**config.mk**
```make
export PLATFORM = sky130hd
export DESIGN_NAME = id_issue_ctrl
export DESIGN_NICKNAME = d
export VERILOG_FILES = /design/src/rtl/id_issue_ctrl.sv
export SDC_FILE = /design/constraint.sdc
export NUM_CORES = 1
export LEC_CHECK = 0
export CORE_AREA = 2 2 68 63
export CTS_CLUSTER_SIZE = 40
export DETAILED_ROUTE_END_ITERATION = 6
export DIE_AREA = 0 0 70 65
export DONT_BUFFER_PORTS = 1
export PLACE_DENSITY = 0.39
export SLEW_MARGIN = 20
export SYNTH_ARGS = -nofsm -noshare
export SYNTH_HDL_FRONTEND = slang
export SYNTH_SLANG_ARGS = --single-unit
```
**constraint.sdc**
```tcl
create_clock -name clk -period 2.3 [get_ports clk]
set_clock_uncertainty 0.15 [all_clocks]
set_input_delay 0.46 -clock clk [delete_from_list [all_inputs] [get_ports clk]]
set_output_delay 0.46 -clock clk [all_outputs]
set_load 0.1 [all_outputs]
```
**src/rtl/id_issue_ctrl.sv**
```systemverilog
// ID-stage issue controller: destination scoreboard, forwarding selects, hazard stalls,
// post-redirect squash and memory-wait freeze. Define ID_FORWARD_EN to enable operand forwarding.
module id_issue_ctrl #(
    parameter int REG_ADDR_W  = 5,
    parameter int FWD_STAGES  = 3,
    parameter int LOAD_LAT    = 1,
    parameter int STOMP_SLOTS = 1,
    parameter int SEL_W       = $clog2(FWD_STAGES + 1)
) (
    input  logic                  clk,
    input  logic                  rst_n,
    input  logic                  inst_ready,
    input  logic                  data_ready,
    input  logic                  data_busy,
    input  logic                  id_valid,
    input  logic [REG_ADDR_W-1:0] id_rs,
    input  logic [REG_ADDR_W-1:0] id_rt,
    input  logic                  id_use_rs,
    input  logic                  id_use_rt,
    input  logic [REG_ADDR_W-1:0] id_rd,
    input  logic                  id_rwe,
    input  logic                  id_load,
    input  logic                  id_redirect,
    output logic [SEL_W-1:0]      fwd_sel_rs,
    output logic [SEL_W-1:0]      fwd_sel_rt,
    output logic                  stall_out,
    output logic                  freeze_out,
    output logic                  issue_out,
    output logic                  stomp_out,
    output logic                  regwrite_out
);

    localparam int               CNT_W      = (STOMP_SLOTS > 1) ? $clog2(STOMP_SLOTS + 1) : 1;
    localparam logic [SEL_W-1:0] LOAD_LAT_K = SEL_W'(LOAD_LAT);
    localparam logic [CNT_W-1:0] STOMP_INIT = CNT_W'(STOMP_SLOTS);

    typedef enum logic {IDLE, SQUASH} state_t;

    state_t                  state_q, state_d;
    logic [CNT_W-1:0]        cnt_q, cnt_d;

    // Scoreboard entry k mirrors downstream stage k (1 = EX).
    logic                    sb_vld  [1:FWD_STAGES];
    logic [REG_ADDR_W-1:0]   sb_rd   [1:FWD_STAGES];
    logic                    sb_load [1:FWD_STAGES];

    logic                    freeze, in_squash, issue, stall_hazard, load_stall;
    logic                    hit_rs, hit_rt, win_rs_load, win_rt_load;
    logic [SEL_W-1:0]        win_rs_k, win_rt_k, sel_rs, sel_rt;

    function automatic logic src_hit(input logic                  use_bit,
                                     input logic [REG_ADDR_W-1:0] src,
                                     input logic                  vld,
                                     input logic [REG_ADDR_W-1:0] rd);
        return use_bit && (src != '0) && vld && (rd == src);
    endfunction

    always_comb begin
        hit_rs      = 1'b0;
        hit_rt      = 1'b0;
        win_rs_k    = '0;
        win_rt_k    = '0;
        win_rs_load = 1'b0;
        win_rt_load = 1'b0;
        // Scan oldest to youngest so the lowest matching stage overrides.
        for (int k = FWD_STAGES; k >= 1; k--) begin
            if (src_hit(id_use_rs, id_rs, sb_vld[k], sb_rd[k])) begin
                hit_rs      = 1'b1;
                win_rs_k    = SEL_W'(k);
                win_rs_load = sb_load[k];
            end
            if (src_hit(id_use_rt, id_rt, sb_vld[k], sb_rd[k])) begin
                hit_rt      = 1'b1;
                win_rt_k    = SEL_W'(k);
                win_rt_load = sb_load[k];
            end
        end

        freeze     = ~inst_ready | (data_busy & ~data_ready);
        in_squash  = (state_q == SQUASH);
        load_stall = (hit_rs & win_rs_load & (win_rs_k <= LOAD_LAT_K)) |
                     (hit_rt & win_rt_load & (win_rt_k <= LOAD_LAT_K));
`ifdef ID_FORWARD_EN
        stall_hazard = id_valid & ~in_squash & load_stall;
        sel_rs       = win_rs_k;
        sel_rt       = win_rt_k;
`else
        // Without bypass paths every in-flight producer blocks until it retires.
        stall_hazard = id_valid & ~in_squash & (hit_rs | hit_rt | load_stall);
        sel_rs       = '0;
        sel_rt       = '0;
`endif
        issue = rst_n & id_valid & ~freeze & ~stall_hazard & ~in_squash;

        state_d = state_q;
        cnt_d   = cnt_q;
        if (!freeze) begin
            case (state_q)
                IDLE: begin
                    if (issue && id_redirect && (STOMP_SLOTS > 0)) begin
                        state_d = SQUASH;
                        cnt_d   = STOMP_INIT;
                    end
                end
                SQUASH: begin
                    if (cnt_q == CNT_W'(1)) state_d = IDLE;
                    cnt_d = cnt_q - 1'b1;
                end
                default: state_d = IDLE;
            endcase
        end
    end

    assign fwd_sel_rs   = rst_n ? sel_rs : '0;
    assign fwd_sel_rt   = rst_n ? sel_rt : '0;
    assign freeze_out   = rst_n & freeze;
    assign stall_out    = rst_n & (freeze | stall_hazard);
    assign stomp_out    = rst_n & in_squash & ~freeze;
    assign issue_out    = issue;
    assign regwrite_out = issue & id_rwe;

    always_ff @(posedge clk) begin
        if (!rst_n) begin
            state_q <= IDLE;
            cnt_q   <= '0;
            for (int k = 1; k <= FWD_STAGES; k++) sb_vld[k] <= 1'b0;
        end else if (!freeze) begin
            state_q   <= state_d;
            cnt_q     <= cnt_d;
            sb_vld[1] <= issue & id_rwe & (id_rd != '0);
            for (int k = 2; k <= FWD_STAGES; k++) sb_vld[k] <= sb_vld[k-1];
        end
    end

    always_ff @(posedge clk) begin
        if (!freeze) begin
            sb_rd[1]   <= id_rd;
            sb_load[1] <= id_load;
            for (int k = 2; k <= FWD_STAGES; k++) begin
                sb_rd[k]   <= sb_rd[k-1];
                sb_load[k] <= sb_load[k-1];
            end
        end
    end

endmodule

```
==> results of run 1 <==
## kinds of logic (layout without fill, tap and decap cells)
family | after synthesis | after routing | share of synthesized area (%)
xor+xnor | 31 | 31 | 24.2
flops | 20 | 20 | 51.8
other cells | 1 | 4 | 0.335
simple gates | 26 | 26 | 13.5
compound gates | 10 | 10 | 6.03
buf+inv | 8 | 26 | 4.02
## final timing paths
kind	from	to	slack, ns	cells after the start
setup / recovery	sb_rd[0][7]	stall_out	-0.34	7
hold / removal	id_rd[2]	sb_rd[0][7]	0.13	0
setup reg to reg	sb_rd[0][7]	cnt_q	0.12	8
hold reg to reg	sb_rd[0][6]	sb_rd[0][11]	0.40	0
## registers in the layout, indices dropped and copies added (netlist names)
name       cells
sb_rd         15
sb_vld         3
cnt_q          1
in_squash      1
## through the flow
stage	utilization (%)	setup WS, ns
after floorplan	-	-0.583
after global placement	34.1	-0.159
after detailed placement	34.1	-0.159
after CTS	36.8	-0.346
after global routing	37.9	-0.404
final	37.9	-0.345
## power breakdown
part           total, W  leakage, nW  internal (W)  switching, W
Combinational  0.000177        0.309     0.0000695      0.000108
Sequential     0.000446        0.193      0.000425     0.0000212
Clock          0.000365       0.0357      0.000233      0.000132
## layout make-up
type	count	area (µm²)
Clock buffer	3	41.3
Clock inverter	1	30.0
Fill cell	387	2430
Inverter	4	18.8
Multi-Input combinational cell	71	562
Sequential cell	20	581
Tap cell	48	60.1
Timing Repair Buffer	18	189
## placed cells by master (no fill, tap or decap), types with 2 or more instances in the layout
cell type  instances
xor2_1            24
edfxtp_1          18
buf_4             13
xnor2_1            7
nand3_1            6
nor4_1             4
conb_1             4
buf_12             4
inv_1              3
o21ai_1            3
or4_1              3
nand2_1            3
clkbuf_8           3
nor4_2             2
nor2_2             2
and3_1             2
dfxtp_1            2
## metal layers
| layer | global-route usage [%] | up-vias | share of wire, % |
|---|---|---|---|
| met1 | 16.7 | 375 | 48 |
| met4 | 7.21 | 0 | 2.3 |
| met2 | 17.9 | 32 | 42 |
| met3 | 2.95 | 5 | 7.2 |
| met5 | 0 | - | 0 |
| li1 | - | 382 | - |
## worst reg2reg max path: cells and delay by family (launching register included)
| family | cells | cell delay, ns |
|---|---|---|
| xor+xnor | 1 | 0.16 |
| flops | 1 | 0.44 |
| compound gates | 2 | 0.48 |
| simple gates | 3 | 0.53 |
| buf+inv | 2 | 0.32 |
## timing repair
item | CTS | global route
pin swaps | 12 | 6
setup buffers | 3 | 3
gates resized for setup | 4 | 3
setup endpoints to repair | 3 | 4
==> reports/results.env, run 1 <==
NUM_IO_PINS=35
DRT_ITER0_DRC=25
PLACEMENT_ROWS=22
TRITONCTS='done'
SETUP.WORST_PATH.START_CLASS='flop'
DESIGN.FINAL.NETS=144
CRIT_PATH_CELLS='xor2_1 > nor4_1 > nand3_1 > a31oi_4 > nor2_2 > o21ai_2 > buf_12'
GRT_FIRST_PASS_WIRELENGTH_MM=4.15
HTREE_LEVELS=1
FINAL_ANTENNA_NET_COUNT=0
LARGEST_VDD_SUPPLY_DROP_uV=299
DIE_Y_UM=65
P_LEAK_nW=0.538
ANTENNA-DIODE-COUNT=0
WORSTHOLDPATHTYPE='in -> reg'
INITIAL_UTILIZATION_PCT=28.6
POST_DP_CELL_AREA_MM2=0.00133
DRT_FIRST_PASS_ITERS=4
DIE_WIDTH_UM=70
SIGNED_AREA_CHANGE_FROM_THE_SYNTHESIZED_NETLIST_TO_THE_FINAL_LAYOUT_PCT=32.3
SYNTH_EDF_COUNT=18
SYNTH.CELL_AREA_MM2=0.00112
DESIGN.DIE.AREA_MM2=0.00455
CLOCK_PATH_BUFFERS=2
SYNTH_COMMONEST_CELLS='xor2_1 (24), edfxtp_1 (18), xnor2_1 (7)'
MAXSLEWVIOLCOUNT=0
GRT_ANTENNA_BEFORE_REPAIR=0
CLKLATENCYLATEPIN_NS=0.27
SYNTH_TOP_CELLS_BY_AREA='edfxtp_1 (48%), xor2_1 (19%), xnor2_1 (5.5%)'
REMAINING_DRC_ERRORS=0
WORSTPATHARRIVAL_NS=2.03
CLOCK_BUFFERS_CREATED_BY_TRITONCTS=3
WORST_PATH_LARGEST_CELL_DELAY_NS=0.44
SYNTH.MOST_COMMON_CELL='xor2_1'
SYNTH-MAIN-FF-CELL='edfxtp_1'
SYNTH_TOP_AREA_SHARE_PCT=48.3
CRITICAL-PATH-TOP-DELAY-FAMILY='simple AND/OR/NAND/NOR gates'
ROUTEDWLPERCELL_UM=15.6
YOSYSWARNINGS=0
INSTANCES_NO_FILL=165
SYNTH.DISTINCT_CELLS=22
WORST_PATH_BUFS_INVS=1
PORT_BUFFERS=0
GRT_SETUP_UNREPAIRED='true'
COREAREA_MM2=0.00391
GRT_MAX_DEGREE=14
POWER.DENSITY_mW_PER_MM2=667
GRT.OVERFLOW.TOTAL=0
PLACE.DETAILED.HPWL_MM=2.05
TNS_NS=-0.915
SYN_AREA_PER_CELL_UM2=11.7
CLKTRANSATPATHREGS_NS=0.08
GRT_USE_TOTAL_PCT=12.3
SYNTH-SEQ-CELLS=20
VIASPERCELL=4.81
GLOBALPLACE.CONGESTION=0.872
SETUP_VIOL=3
YOSYSTOPAREACELL='edfxtp_1'
TRITONCTS_NUM_SINKS=20
TIMING.FINAL.HOLD_VIOLATIONS=0
P_TOTAL_W=0.000988
CLOCK.FMAX_GHz=0.378
VIAS=794
LAYOUT.CELL_AREA.NON_FILLER_MM2=0.00148
VIOLATIONS='setup timing'
YOSYSSEQAREASHARE_PCT=51.8
TIMING.FINAL.CRIT_PERIOD_NS=2.64
CRIT_TYPE='reg -> out'
ROOT_BUFFER_SELECTED_BY_CTS='clkbuf_8'
TIMING.CRITICAL_PATH.TO_TYPE='primary output'
HOLD_BUFFERS=0
SYN-INSTANCE-COUNT=96
DRV.MAX_CAP_VIOLATION_COUNT=0
FIN_HOLD_WS_NS=0.129
STATUS='finished with violations'
PLACED_CELLS=156
DRIVE_GT1_SHARE_PCT=28.2
FINAL_CRITICAL_PATH_SETUP_SLACK_NS=-0.345
ASYNCSETRESETFLOPFRACSYNTH_PCT=0
REQUIRED_NS=1.69
TIMING.FINAL.CRIT_SHARE_PCT=115
WL_MM=2.58
FIRST_GLOBAL_VIAS=852
CP_SLOWEST_CELL='edfxtp_1'
TIMING.CRITICAL_PATH.FANOUT_MAX=3
Power figures use the tool's default switching activity.
==> run 2: changes to the inputs <==
--- a/config.mk
+++ b/config.mk
@@ -11,6 +11,7 @@
 export DIE_AREA = 0 0 70 65
 export DONT_BUFFER_PORTS = 1
 export PLACE_DENSITY = 0.39
+export SKIP_CTS_REPAIR_TIMING = 1
 export SLEW_MARGIN = 20
 export SYNTH_ARGS = -nofsm -noshare
 export SYNTH_HDL_FRONTEND = slang
==> run 2 against run 1 <==
The run still ends with setup timing left. Core utilization fell by 0.16 points. Maximum frequency rose by 0.66%. First-iteration DRC count rose by 8.0%. Register-to-register slack improved by 0.02 ns. Non-clock buffer count did not move. Wire length rose by 1.4%. Combinational power barely moved. Sequential share of layout area rose by 0.17 points. Critical endpoint unchanged. Largest cell class unchanged.
==> reports/results.env, run 2 (same netlist as run 1, synthesis figures left out) <==
HTREE_LEVELS=1
PLACEMENT_ROWS=22
ROOT_BUFFER_SELECTED_BY_CTS='clkbuf_8'
REMAINING_DRC_ERRORS=0
STATUS='finished with violations'
CELL_INTERNAL_POWER_W=0.000727
LARGEST_REGISTER='sb_rd'
TIMING.FINAL.CRIT_PERIOD_NS=2.63
GRT_SETUP_UNREPAIRED='true'
SW_RATIO_PCT=26.6
CLOCK_PATH_BUFFERS=2
REQUIRED_NS=1.69
TIMING.CRITICAL_PATH.FANOUT_MAX=3
TRITONCTS='done'
FINAL_CRITICAL_PATH_SETUP_SLACK_NS=-0.327
NUM_IO_PINS=35
VIAS=801
LARGEST_REG_FLOPS=15
GRT_ANTENNA_BEFORE_REPAIR=0
FINAL_ANTENNA_NET_COUNT=0
VIASPERCELL=4.85
COREAREA_MM2=0.00391
CLOCK_POWER_SHARE_PCT=36.9
LAYOUT_COMMON_CELLS='xor2_1 (24), edfxtp_1 (18), buf_4 (14)'
CLOCK.FMAX_GHz=0.381
FIRST_GLOBAL_VIAS=846
FINAL_COMMON_CELL='xor2_1'
GRT_FIRST_PASS_WIRELENGTH_MM=4.10
TRITONCTS_NUM_SINKS=20
CRIT_TYPE='reg -> out'
LARGESTREGISTERS='sb_rd x15, sb_vld x3'
N_FILL_CELL=390
UTILIZATION_AFTER_LAYOUT_PCT=37.7
DIE_WIDTH_UM=70
DRIVE_GT1_SHARE_PCT=29.1
GRT_MAX_DEGREE=14
WL_MM=2.62
CLOCK_BUFFERS_CREATED_BY_TRITONCTS=3
PWR-SHARE-COMB_PCT=18.0
GLOBALPLACE.CONGESTION=0.872
SETUP.WORST_PATH.START_CLASS='flop'
DRT_ITER0_DRC=27
CLKLATENCYLATEPIN_NS=0.27
GRT_USE_TOTAL_PCT=12.1
DRT_FIRST_PASS_ITERS=5
SEQPWRFRAC_PCT=45.1
INITIAL_UTILIZATION_PCT=28.6
PLACE.DETAILED.HPWL_MM=2.05
FIN_HOLD_WS_NS=0.128
TIMING.FINAL.HOLD_VIOLATIONS=0
DIE_Y_UM=65
ANTENNA-DIODE-COUNT=0
POWER.SWITCHING_W=0.000263
CLKTRANSATPATHREGS_NS=0.08
MAXSLEWVIOLCOUNT=0
SIGNED_AREA_CHANGE_FROM_THE_SYNTHESIZED_NETLIST_TO_THE_FINAL_LAYOUT_PCT=31.7
PLACED_CELLS=156
WORSTHOLDPATHTYPE='in -> reg'
GRT.OVERFLOW.TOTAL=0
MULTI_INPUT_AREA_UM2=559
ROUTEDWLPERCELL_UM=15.9
LARGEST_VDD_SUPPLY_DROP_uV=295
INSTANCES_NO_FILL=165
DESIGN.FINAL.NETS=144
VIOLATIONS='setup timing'
P_LEAK_nW=0.536
DRV.MAX_CAP_VIOLATION_COUNT=0
SETUP_VIOL=3
TIMING.CRITICAL_PATH.TO_TYPE='primary output'
AREA_USED_BY_SEQUENTIAL_LOGIC_IN_THE_LAYOUT_UM2=581
PORT_BUFFERS=0
WORSTPATHARRIVAL_NS=2.02
TIMING.FINAL.CRIT_SHARE_PCT=114
DESIGN.DIE.AREA_MM2=0.00455
POWER.DENSITY_mW_PER_MM2=671
## run 2: changes by cell type in the layout (fill, tap and decap cells not counted)
| cell | delta |
|---|---|
| buf_6 | -1 |
| a31oi_2 | +1 |
| nor4_1 | -1 |
| a31oi_4 | -1 |
| nor4_2 | +1 |
| buf_4 | +1 |
## run 2: worst paths after layout
check                                     to   startpoint  slack, ns  depth (start not counted)
worst max-delay path               stall_out  sb_rd[0][7]      -0.33                          7
worst min-delay path             sb_rd[0][7]     id_rd[2]       0.13                          0
worst max register to register         cnt_q  sb_rd[0][7]       0.14                          8
worst min register to register  sb_rd[0][11]  sb_rd[0][6]       0.39                          0
## run 2: per-stage QoR
step	setup slack, ns	setup TNS [ns]	instance area (µm²)	power [W]
2_1_floorplan	-0.583	-2.16	1150	0.000580
3_3_place_gp	-0.159	-0.404	1330	0.000615
3_5_place_dp	-0.159	-0.409	1330	0.000618
4_1_cts	-0.445	-1.14	1400	0.000974
5_1_grt	-0.419	-1.12	1480	0.00102
6_report	-0.327	-0.864	1480	0.000990
## run 2: cell type report
type	instances	share of cell area (%)
Timing Repair Buffer	18	12.6
Tap cell	48	4.07
Multi-Input combinational cell	71	37.9
Sequential cell	20	39.4
Clock inverter	1	2.04
Clock buffer	3	2.80
Inverter	4	1.27
## run 2: critical path: stages, from the launching register on
cell and delay, ns:
edfxtp_1 0.44, xor2_1 0.17, nor4_1 0.32, nand3_1 0.13, a31oi_2 0.23, nor2_2 0.09
o21ai_2 0.17, buf_12 0.19
## run 2: per-layer routing
| metal | wire [µm] | vias up | global-route usage [%] | share of wire [%] |
|---|---|---|---|---|
| li1 | - | 383 | - | - |
| met2 | 1090 | 33 | 17.9 | 41 |
| met1 | 1280 | 380 | 16.4 | 49 |
| met3 | 183 | 5 | 2.95 | 7.0 |
| met5 | 0 | - | 0 | 0 |
| met4 | 62 | 0 | 6.49 | 2.4 |
## run 2: power by group through the flow
stage | Clock [W] | Combinational [W] | Sequential [W]
2_1_floorplan | 0 | 0.000130 | 0.000450
3_3_place_gp | 0 | 0.000161 | 0.000455
3_5_place_dp | 0 | 0.000163 | 0.000455
4_1_cts | 0.000363 | 0.000164 | 0.000447
5_1_grt | 0.000381 | 0.000191 | 0.000449
6_report | 0.000366 | 0.000178 | 0.000446
==> run 3: changes to the inputs <==
--- a/config.mk
+++ b/config.mk
@@ -5,12 +5,14 @@
 export SDC_FILE = /design/constraint.sdc
 export NUM_CORES = 1
 export LEC_CHECK = 0
+export CELL_PAD_IN_SITES_DETAIL_PLACEMENT = 1
+export CELL_PAD_IN_SITES_GLOBAL_PLACEMENT = 2
 export CORE_AREA = 2 2 68 63
 export CTS_CLUSTER_SIZE = 40
 export DETAILED_ROUTE_END_ITERATION = 6
 export DIE_AREA = 0 0 70 65
 export DONT_BUFFER_PORTS = 1
-export PLACE_DENSITY = 0.39
+export PLACE_DENSITY = 0.57
 export SKIP_CTS_REPAIR_TIMING = 1
 export SLEW_MARGIN = 20
 export SYNTH_ARGS = -nofsm -noshare
==> run 3 against run 2 <==
The run still ends with setup timing left. Clock-buffer cell count is the same. Core utilization grew 0.22 points. First-iteration DRC count shrank 70%. Critical path depth is the same. Flip-flop and latch count is the same. Wire length grew 6.2%. Non-clock buffer count shrank 4. Total power shrank 0.20%. Hold slack lost 0.0052 ns. Critical path type unchanged. Highest routed layer unchanged.
==> reports/results.env, run 3 (same netlist as run 1, synthesis figures left out) <==
NUM_IO_PINS=35
GRT_SETUP_UNREPAIRED='true'
DRT_FIRST_PASS_ITERS=4
DESIGN.FINAL.NETS=140
DIE_WIDTH_UM=70
WORSTPATHARRIVAL_NS=2.09
POWER.SWITCHING_W=0.000264
REQUIRED_NS=1.69
WORST_PATH_BUFS_INVS=1
SEQPWRFRAC_PCT=45.1
DRV.MAX_CAP_VIOLATION_COUNT=0
PLACEMENT_ROWS=22
P_TOTAL_W=0.000988
WORST_PATH_LARGEST_CELL_DELAY_NS=0.42
SETUP_VIOL=3
GLOBALPLACE.CONGESTION=0.757
DRIVE_GT1_SHARE_PCT=28.3
TNS_NS=-1.12
LARGEST_REGISTER='sb_rd'
FINAL_CRITICAL_PATH_SETUP_SLACK_NS=-0.402
GRT_FIRST_PASS_WIRELENGTH_MM=4.39
TRITONCTS_NUM_SINKS=20
FINAL_COMMON_CELL='xor2_1'
GRT.OVERFLOW.TOTAL=0
UTILIZATION_AFTER_LAYOUT_PCT=38.0
GRT_USE_TOTAL_PCT=13.0
DRT_ITER0_DRC=8
CLOCK.FMAX_GHz=0.370
HTREE_LEVELS=1
LARGEST_REG_FLOPS=15
CLOCK_PATH_BUFFERS=2
ANTENNA-DIODE-COUNT=0
TIMING.CRITICAL_PATH.TO_TYPE='primary output'
MAXSLEWVIOLCOUNT=0
CRIT_PATH_CELLS='xor2_1 > nor4_2 > nand3_1 > a31oi_4 > nor2_4 > o21ai_2 > buf_12'
PORT_BUFFERS=0
ROUTEDWLPERCELL_UM=17.3
TIMING.FINAL.CRIT_SHARE_PCT=117
FINAL_ANTENNA_NET_COUNT=0
CRIT_TYPE='reg -> out'
CP_SLOWEST_CELL='edfxtp_1'
REMAINING_DRC_ERRORS=0
LARGEST_VDD_SUPPLY_DROP_uV=296
GRT_MAX_DEGREE=13
VIOLATIONS='setup timing'
WORSTHOLDPATHTYPE='in -> reg'
DESIGN.DIE.AREA_MM2=0.00455
GRT_ANTENNA_BEFORE_REPAIR=0
VIAS=781
CELL_INTERNAL_POWER_W=0.000724
PWR-SHARE-COMB_PCT=18.1
DIE_Y_UM=65
CRITICAL-PATH-TOP-DELAY-FAMILY='simple AND/OR/NAND/NOR gates'
FIRST_GLOBAL_VIAS=861
DPL_WORST_SLACK_NS=-0.289
LAYOUT.CELL_AREA.NON_FILLER_MM2=0.00148
TIMING.FINAL.HOLD_VIOLATIONS=0
COREAREA_MM2=0.00391
LAYOUT_COMMON_CELLS='xor2_1 (24), edfxtp_1 (18), buf_4 (9)'
VIASPERCELL=4.85
SETUP.WORST_PATH.START_CLASS='flop'
P_LEAK_nW=0.523
LARGESTREGISTERS='sb_rd x15, sb_vld x3'
POWER.DENSITY_mW_PER_MM2=666
SW_RATIO_PCT=26.7
N_FILL_CELL=438
STATUS='finished with violations'
POST_DP_CELL_AREA_MM2=0.00134
TIMING.CRITICAL_PATH.FANOUT_MAX=3
TRITONCTS='done'
CLOCK_POWER_SHARE_PCT=36.8
TIMING.FINAL.CRIT_PERIOD_NS=2.70
CLOCK_BUFFERS_CREATED_BY_TRITONCTS=3
INITIAL_UTILIZATION_PCT=28.6
CLKLATENCYLATEPIN_NS=0.28
WL_MM=2.78
PLACE.DETAILED.HPWL_MM=2.17
ROOT_BUFFER_SELECTED_BY_CTS='clkbuf_8'
SIGNED_AREA_CHANGE_FROM_THE_SYNTHESIZED_NETLIST_TO_THE_FINAL_LAYOUT_PCT=32.5
CLKTRANSATPATHREGS_NS=0.08
==> run 3: cell types whose count changed in the layout (fill, tap and decap cells not counted) <==
cell,delta
a31oi_2,-2
buf_4,-5
a31oi_4,+2
buf_6,+1
nor2_4,+1
nor2_2,-1
nor4_2,+2
nor4_1,-2
==> run 3: final cells by class <==
| cell class | instances | area [µm²] | area share [%] |
|---|---|---|---|
| Clock buffer | 3 | 41.3 | 2.78 |
| Clock inverter | 1 | 30.0 | 2.02 |
| Inverter | 4 | 18.8 | 1.26 |
| Multi-Input combinational cell | 71 | 594 | 40.1 |
| Sequential cell | 20 | 581 | 39.1 |
| Tap cell | 48 | 60.1 | 4.05 |
| Timing Repair Buffer | 14 | 159 | 10.7 |
==> run 3: final timing paths <==
check	cells past startpoint	end	startpoint	slack [ns]
worst min register to register	0	sb_rd[0][13]	sb_rd[0][8]	0.38
worst min-delay path	0	sb_rd[0][9]	id_rd[4]	0.12
worst max-delay path	7	stall_out	sb_rd[0][16]	-0.40
worst max register to register	8	cnt_q	sb_rd[0][16]	0.04
==> run 3: power by group through the flow <==
stage	clock (W)	sequential (W)	combinational, W
after detailed placement	0	0.000454	0.000167
after CTS	0.000372	0.000445	0.000167
after floorplan	0	0.000450	0.000130
after global routing	0.000387	0.000450	0.000192
after global placement	0	0.000454	0.000164
final	0.000363	0.000445	0.000179
==> run 3: through the flow <==
| step | hold WS (ns) | instances |
|---|---|---|
| 5_1_grt | 0.110 | 161 |
| 3_3_place_gp | 0.364 | 157 |
| 2_1_floorplan | 0.341 | 99 |
| 4_1_cts | 0.117 | 161 |
| 3_5_place_dp | 0.358 | 157 |
| 6_report | 0.123 | 161 |
==> run 3: worst register-to-register path: cells and delay by family, from the launching register on <==
| family | cells | cell delay, ns |
|---|---|---|
| simple gates | 3 | 0.54 |
| compound gates | 2 | 0.52 |
| flops | 1 | 0.42 |
| buf+inv | 2 | 0.33 |
| xor+xnor | 1 | 0.20 |
==> run 3: routing by layer <==
layer | vias to the layer above | wire length [µm] | GRT usage (%)
li1 | 373 | - | -
met1 | 378 | 1270 | 16.4
met2 | 25 | 1260 | 19.2
met3 | 5 | 196 | 4.67
met4 | 0 | 60 | 7.21
met5 | - | 0 | 0
